<file path="src/rtl/seq_calculator.sv">
// seq_calculator: sequential add/sub/mul/div unit with valid/ready handshakes.
// Multiply (shift-add) and divide (restoring) take one bit per cycle in CALC.
`default_nettype none

module seq_calculator #(
    parameter int WIDTH = 8
) (
    input  logic                 clk,
    input  logic                 rst_n,
    input  logic                 in_valid,
    output logic                 in_ready,
    input  logic [WIDTH-1:0]     data_a_in,
    input  logic [WIDTH-1:0]     data_b_in,
    input  logic [1:0]           function_in,
    output logic [2*WIDTH-1:0]   out,
    output logic                 out_valid,
    input  logic                 out_ready,
    output logic                 div_by_zero
);

    localparam int CNT_W = $clog2(WIDTH + 1);

    localparam logic [1:0] OP_ADD = 2'b00;
    localparam logic [1:0] OP_SUB = 2'b01;
    localparam logic [1:0] OP_MUL = 2'b10;
    localparam logic [1:0] OP_DIV = 2'b11;

    typedef enum logic [1:0] {
        S_IDLE = 2'd0,
        S_CALC = 2'd1,
        S_DONE = 2'd2
    } state_t;

    state_t               state_q, state_d;
    logic [WIDTH-1:0]     a_q, a_d;
    logic [WIDTH-1:0]     b_q, b_d;
    logic                 is_div_q, is_div_d;
    logic [2*WIDTH-1:0]   work_q, work_d;
    logic [CNT_W-1:0]     cnt_q, cnt_d;
    logic [2*WIDTH-1:0]   out_q, out_d;
    logic                 dbz_q, dbz_d;

    logic [WIDTH:0]       mul_sum;
    logic [2*WIDTH-1:0]   mul_next;
    logic [WIDTH:0]       div_shift;
    logic                 div_ge;
    logic [WIDTH-1:0]     div_rem;
    logic [2*WIDTH-1:0]   div_next;
    logic [2*WIDTH-1:0]   step_next;

    // Multiply: work = {partial product, remaining multiplier bits}, shifted right each step.
    always_comb begin
        mul_sum  = {1'b0, work_q[2*WIDTH-1:WIDTH]} + (work_q[0] ? {1'b0, a_q} : '0);
        mul_next = {mul_sum, work_q[WIDTH-1:1]};
    end

    // Divide: work = {partial remainder, dividend bits / quotient bits}, shifted left each step.
    always_comb begin
        div_shift = {work_q[2*WIDTH-1:WIDTH], work_q[WIDTH-1]};
        div_ge    = (div_shift >= {1'b0, b_q});
        div_rem   = div_ge ? WIDTH'(div_shift - {1'b0, b_q}) : div_shift[WIDTH-1:0];
        div_next  = {div_rem, work_q[WIDTH-2:0], div_ge};
    end

    assign step_next = is_div_q ? div_next : mul_next;

    always_comb begin
        state_d  = state_q;
        a_d      = a_q;
        b_d      = b_q;
        is_div_d = is_div_q;
        work_d   = work_q;
        cnt_d    = cnt_q;
        out_d    = out_q;
        dbz_d    = dbz_q;

        case (state_q)
            S_IDLE: begin
                if (in_valid) begin
                    a_d      = data_a_in;
                    b_d      = data_b_in;
                    is_div_d = (function_in == OP_DIV);
                    cnt_d    = '0;
                    case (function_in)
                        OP_ADD: begin
                            out_d   = {{WIDTH{1'b0}}, data_a_in} + {{WIDTH{1'b0}}, data_b_in};
                            dbz_d   = 1'b0;
                            state_d = S_DONE;
                        end
                        OP_SUB: begin
                            out_d   = {{WIDTH{1'b0}}, data_a_in} - {{WIDTH{1'b0}}, data_b_in};
                            dbz_d   = 1'b0;
                            state_d = S_DONE;
                        end
                        OP_MUL: begin
                            work_d  = {{WIDTH{1'b0}}, data_b_in};
                            state_d = S_CALC;
                        end
                        default: begin
                            if (data_b_in == '0) begin
                                out_d   = {data_a_in, {WIDTH{1'b1}}};
                                dbz_d   = 1'b1;
                                state_d = S_DONE;
                            end else begin
                                work_d  = {{WIDTH{1'b0}}, data_a_in};
                                state_d = S_CALC;
                            end
                        end
                    endcase
                end
            end
            S_CALC: begin
                work_d = step_next;
                cnt_d  = cnt_q + CNT_W'(1);
                if (cnt_q == CNT_W'(WIDTH - 1)) begin
                    out_d   = step_next;
                    dbz_d   = 1'b0;
                    cnt_d   = '0;
                    state_d = S_DONE;
                end
            end
            S_DONE: begin
                if (out_ready) begin
                    state_d = S_IDLE;
                end
            end
            default: begin
                state_d = S_IDLE;
            end
        endcase
    end

    always_ff @(posedge clk or negedge rst_n) begin
        if (!rst_n) begin
            state_q  <= S_IDLE;
            a_q      <= '0;
            b_q      <= '0;
            is_div_q <= 1'b0;
            work_q   <= '0;
            cnt_q    <= '0;
            out_q    <= '0;
            dbz_q    <= 1'b0;
        end else begin
            state_q  <= state_d;
            a_q      <= a_d;
            b_q      <= b_d;
            is_div_q <= is_div_d;
            work_q   <= work_d;
            cnt_q    <= cnt_d;
            out_q    <= out_d;
            dbz_q    <= dbz_d;
        end
    end

    assign in_ready    = (state_q == S_IDLE);
    assign out_valid   = (state_q == S_DONE);
    assign out         = out_q;
    assign div_by_zero = dbz_q;

endmodule

`default_nettype wire

</file>
<file path="config.mk">
export PLATFORM = sky130hd
export DESIGN_NAME = seq_calculator
export DESIGN_NICKNAME = d
export VERILOG_FILES = /design/src/rtl/seq_calculator.sv
export SDC_FILE = /design/constraint.sdc
export NUM_CORES = 1
export LEC_CHECK = 0
export BUFFER_PORTS_ARGS = -buffer_cell sky130_fd_sc_hd__buf_2
export CAP_MARGIN = 40
export CORE_ASPECT_RATIO = 0.8
export CORE_MARGIN = 4
export CORE_UTILIZATION = 55
export DETAILED_ROUTE_END_ITERATION = 10
export PLACE_DENSITY = 0.83
export SLEW_MARGIN = 0
export SYNTH_ARGS = -nofsm -noshare
export SYNTH_HDL_FRONTEND = slang
export SYNTH_SLANG_ARGS = --single-unit
</file>
<file path="constraint.sdc">
create_clock -name clk -period 4.62 [get_ports clk]
set_input_delay 0.462 -clock clk [delete_from_list [all_inputs] [get_ports clk]]
set_output_delay 0.462 -clock clk [all_outputs]
set_load 0.02 [all_outputs]
</file>
Word level (Yosys, flattened, before mapping)
Index checks and enable logic that the tools add are counted.
{"block": "classes", "magnitude_cmp": 1, "n_mux": 26, "n_reduce_logical": 11, "addsub": 5, "n_eq_ne": 14}
{"op": "16-bit 2-to-1 mux", "count": 6}
{"op": "16-bit case mux with 2 select lines", "count": 3}
{"op": "16-bit case mux with 3 select lines", "count": 1}
{"op": "8-bit by 8-bit adder with 9-bit output", "count": 2}
{"op": "8-bit 2-to-1 mux", "count": 2}
{"op": "5-bit AND reduction", "count": 2}
{"op": "9-bit by 8-bit >= comparator with 1-bit output", "count": 1}
{"op": "8-bit by 8-bit subtractor with 9-bit output", "count": 1}
{"op": "8-bit logical NOT", "count": 1}
{"op": "2-bit 2-to-1 mux", "count": 4}
{"op": "4-bit 2-to-1 mux", "count": 2}
{"op": "2-bit != test (second input constant)", "count": 4}
{"op": "4-bit case mux with 2 select lines", "count": 1}
{"op": "8-bit subtractor", "count": 1}
{"op": "2-bit equality test (second input constant)", "count": 3}
{"op": "3-bit by 2-bit != test with 1-bit output (second input constant)", "count": 2}
{"op": "2-bit case mux with 3 select lines", "count": 1}
{"op": "4-bit by 1-bit adder with 4-bit output (second input constant)", "count": 1}
{"op": "2-bit by 1-bit equality test with 1-bit output (second input constant)", "count": 2}
{"op": "4-bit by 3-bit equality test with 1-bit output (second input constant)", "count": 1}
{"op": "2-bit logical NOT", "count": 2}
{"op": "4-bit by 1-bit != test with 1-bit output (second input constant)", "count": 1}
{"op": "1-bit case mux with 2 select lines", "count": 2}
{"op": "2-bit case mux with 2 select lines", "count": 1}
{"op": "7 further kinds", "count": 10}
{"block": "word_totals", "regBits": 56, "elab_cells": 65, "in_bits": 22, "output_inout_bits": 19}

Depth between registers and ports, before layout
{"block": "logic_depth", "depth_word": 5, "mapped_depth": 10, "ltp_nobuf": 10}

Least setup slack after synthesis
No wires, ideal clock.
{"block": "synth_timing", "kind": "reg-to-reg", "from": "register work_q[0]", "to": "register out_q[13] (netlist: out[13])", "required_time_ps": 4487, "synth_period_minus_slack_ps": 2321, "setup_time_ps": 133, "setup_slack_ps": 2299, "n_path_buf": 0, "path_stages_with_launch": 10, "arrival_ps": 2188, "cell_sequence": "dfrtp_1 -> and2_1 -> ha_1 -> fa_1 -> a21o_1 -> a221oi_1 -> xnor2_1 -> nor3_1 -> nor3_1 -> a31oi_1"}
{"block": "synth_via", "elab_chain_len": 5}
{"element": "start, declared", "line": "38", "text": "logic [2*WIDTH-1:0] work_q, work_d;"}
{"element": "start signal, assigned", "line": "148", "text": "work_q <= work_d;"}
{"element": "8-bit 2-to-1 mux", "line": "53", "text": "mul_sum = {1'b0, work_q[2*WIDTH-1:WIDTH]} + (work_q[0] ? {1'b0, a_q} : '0);"}
{"element": "8-bit by 8-bit adder with 9-bit output", "line": "53"}
{"element": "16-bit 2-to-1 mux", "line": "65", "text": "assign step_next = is_div_q ? div_next : mul_next;"}
{"element": "16-bit 2-to-1 mux", "line": "115", "text": "if (cnt_q == CNT_W'(WIDTH - 1)) begin"}
{"element": "16-bit case mux with 2 select lines", "line": "77", "text": "case (state_q)"}
{"element": "end signal, assigned", "line": "150", "text": "out_q <= out_d;"}
{"element": "end, declared", "line": "40", "text": "logic [2*WIDTH-1:0] out_q, out_d;"}
No other way between the ends. The select of a mux whose other input is x is not followed.
A chain may end at the register's enable or synchronous reset.

Worst setup path in the final report
Ends and elaborated chain as after synthesis.

==> metrics.md <==
| Metric | Value |
|---|---|
| Post-synth ARST share | `between 90% and 100%` |
| CP arrival | `~3 ns` |
| TritonCTS Sinks | `56` |
| Yosys Warn Count | `0` |
| Post-Synth Simple-Gate Area | `just over 20%` |
| CTS tree | `yes` |
| Post-CTS sizing | `0` |
| Die area | `~9300 um^2` |
| Final core utilization | `between 60 and 70%` |
| Filler cells | `about 680` |
| Core Area | `between 7000 and 8000 um^2` |
| IO buf count | `40` |
| Rows | `28` |
| Ports | `slightly above 40` |
| Total grt overflow | `0` |
| DIE WIDTH | `between 100 and 150 um` |
| Crit path cell chain | `and2_1 > ha_1 > fa_1 > a21o_1 > a221oi_1 > xnor2_1 > nor3_1 > nor3_1 > a31oi_1` |
| DR WL/cell | `slightly below 20 um` |
| Reg-to-reg slack, setup | `between 1.5 and 2 ns` |
| Combinational family with the most area after synthesis | `compound AO/OA/AOI/OAI gates` |
| Fin crit period | `approximately 2.8 ns` |
| Min-delay worst type | `in2async` |
| Clock Latency Late Sink | `roughly 0.32 ns` |
| Initial antenna violation count | `0` |
| Final net count | `585` |
| Worst rel slew slack | `around 43%` |
| Final worst-path cycle share | `between 60% and 70%` |
| Crit-path slowest cell | `dfrtp_1` |
| Share of cells above drive strength 1 | `between 10 and 15%` |
| Post-synthesis compound-gate area fraction | `approximately a quarter` |
| Max Root-Sink Buffers | `2` |
| Fmax | `between 0.3 and 0.4 GHz` |
| Critical R2R Launch | `work_q[0]` |
| Maximum vdd drop | `~310 uV` |
| Ant. Diodes | `0` |
| Worst Setup SP | `work_q[0]` |
| Clk slew on worst S/H paths | `approximately 0.11 ns` |
| Top delay family on crit path | `compound AO/OA/AOI/OAI gates` |
| Primary FF master, synth | `dfrtp_1` |
| Syn avg cell area | `around 8.7 um^2` |
| CTS buffer count | `5` |
| Final setup violation count | `0` |
| Delay of the slowest critical-path stage | `approximately 0.51 ns` |
| Synthesized area | `4290 um^2` |
| Cell variety after synth | `63` |
| Vias | `approximately 4.0k` |
| DR vias/cell | `roughly 6.4` |
| Largest net degree at the start of global routing | `57` |
| Syn_nets | `554` |
| Initial core utilization | `57.2%` |
| Status | `finished clean` |
| Max-cap viol count | `0` |
| RSZ-0062 raised after global routing | `false` |
| Synth Register Bits | `56` |
| TNS Setup | `0 ns` |
| Area post-placement | `about 4600 um^2` |
| Final instance area | `approximately 4700 um^2` |
| Critical Path Start Type | `register` |
| CTS root buffer | `clkbuf_8` |
| CP dominant cell by count | `nor3_1` |
| DP HPWL | `between 9 and 10 mm` |
| Post-synthesis sequential area ratio | `32.7%` |
| Final ANT Viol Nets | `0` |
| Critical path class | `reg2reg` |
| Drt total wl | `roughly 12 mm` |
| Static Leak | `2.21 nW` |
| Synth Area in Adders | `between 10% and 20%` |
| Post-Synth XOR/XNOR Area | `1.63%` |
| Hold Buf Count CTS | `0` |
| Fin Clk Skew | `about 0.016 ns` |
| DIE HEIGHT | `87.0 um` |
| Initial drt markers | `between 400 and 500` |
| CP endpoint kind | `register` |
| First drt pass iteration count | `6` |
| First-pass GRT wire length | `19.9 mm` |
| Power Density | `between 600 and 700 nW/um^2` |
| Largest fanout on the critical path | `10` |
| Mux contribution to synthesized area | `around 3.5%` |
| Area growth syn-to-layout | `8.60%` |
| GP Congestion | `just over 1` |
| Htree depth | `2` |
| Gr usage total | `27.3%` |
| Worst-margin pin slew | `between 0.8 and 0.9 ns` |
| Hold Fails Final Rpt | `0` |
| Required @ worst endpoint | `a little under 5 ns` |
| Setup bufs post-CTS | `0` |
| Post-synth EDFFs | `0` |
| Post-Syn Instances | `around 500` |
| Max-slew violations | `0` |
| DRC Markers | `0` |
| Bufs and invs on worst path | `0` |
| Number of global-route vias before repair | `roughly 3.8k` |
==> report_power, final <==
| part | switching, mW | total, mW | internal (mW) |
|---|---|---|---|
| combinational | 1.24 | 2.02 | 0.789 |
| sequential | 0.204 | 0.929 | 0.725 |
| clock | 0.175 | 0.285 | 0.109 |
| total | 1.61 | 3.24 | 1.62 |
==> logic make-up (layout without fill, tap and decap cells) <==
| group | after synthesis | count (layout) |
|---|---|---|
| AND/OR/NAND/NOR | 178 | 178 |
| adder cells (fa/ha/maj) | 37 | 37 |
| buffers and inverters | 52 | 84 |
| XOR/XNOR | 8 | 8 |
| flip-flops | 56 | 56 |
| AO/OA/AOI/OAI | 150 | 150 |
| multiplexers | 14 | 14 |
==> cell usage after synthesis (11+ instances only) <==
| cell type | instances | share of area (%) |
|---|---|---|
| a211oi_1 | 17 | 3.0 |
| a21o_1 | 19 | 3.3 |
| a21oi_1 | 17 | 2.0 |
| a31oi_1 | 12 | 1.7 |
| dfrtp_1 | 56 | 33 |
| ha_1 | 33 | 9.6 |
| inv_1 | 32 | 2.8 |
| nand2_1 | 67 | 5.9 |
| nand3_1 | 13 | 1.5 |
| nor2_1 | 22 | 1.9 |
| nor2b_1 | 11 | 1.6 |
| nor3_1 | 15 | 1.7 |
| o21ai_0 | 28 | 3.3 |
==> sequential cells by signal, indices dropped and copies added (netlist names) <==
register     cells
out             16
div_by_zero      1
is_div_q         1
work_q          16
b_q              8
cnt_q            4
state_q          2
a_q              8
==> cell type report <==
class	count	area [um^2]	area share (%)
Multi-Input combinational cell	387	2680	57.4
Sequential cell	56	1400	30.1
Timing Repair Buffer	44	241	5.18
Tap cell	105	131	2.82
Inverter	32	120	2.58
Clock buffer	5	68.8	1.48
Clock inverter	3	22.5	0.483
==> metal layers <==
layer | wire, um | global-route usage [%] | up-vias
li1 | - | - | 1870
met1 | 5410 | 40.4 | 1914
met2 | 5290 | 41.3 | 226
met3 | 1380 | 5.71 | 34
met4 | 267 | 5.69 | 0
met5 | 0 | 0 | -
==> cells in the final DEF, fill, tap and decap left out, types with 6 or more instances in the layout <==
cell	instances
nor2b_1	11
xnor2_1	6
buf_2	40
nand3_1	13
and2_1	10
and3_1	6
dfrtp_1	56
mux2_2	9
a21o_1	19
a21oi_1	17
a31oi_1	12
a211oi_1	17
ha_1	33
nand2_1	67
inv_1	32
a311oi_1	10
o31ai_1	7
nor3_1	15
nor2_1	22
o21ai_0	28
==> per-stage QoR <==
stage / setup WS [ns] / power [mW] / std cells / hold slack, ns
3_5_place_dp: 1.91 / 2.91 / 624 / 0.466
5_1_grt: 1.68 / 3.47 / 632 / 0.313
4_1_cts: 1.88 / 3.20 / 632 / 0.306
6_report: 1.80 / 3.24 / 632 / 0.256
2_1_floorplan: 2.30 / 2.37 / 495 / 0.166
3_3_place_gp: 1.90 / 2.81 / 622 / 0.457
==> worst paths after layout <==
path / to / cells past startpoint
hold reg to reg: out[2] / 1
max in group asynchronous: out[9] / 2
setup reg to reg: out[13] / 9
min in group clk: state_q[1] / 2
setup / recovery: out[13] / 9
hold / removal: work_q[12] / 2
No activity file was read; power rests on OpenSTA's default activity.
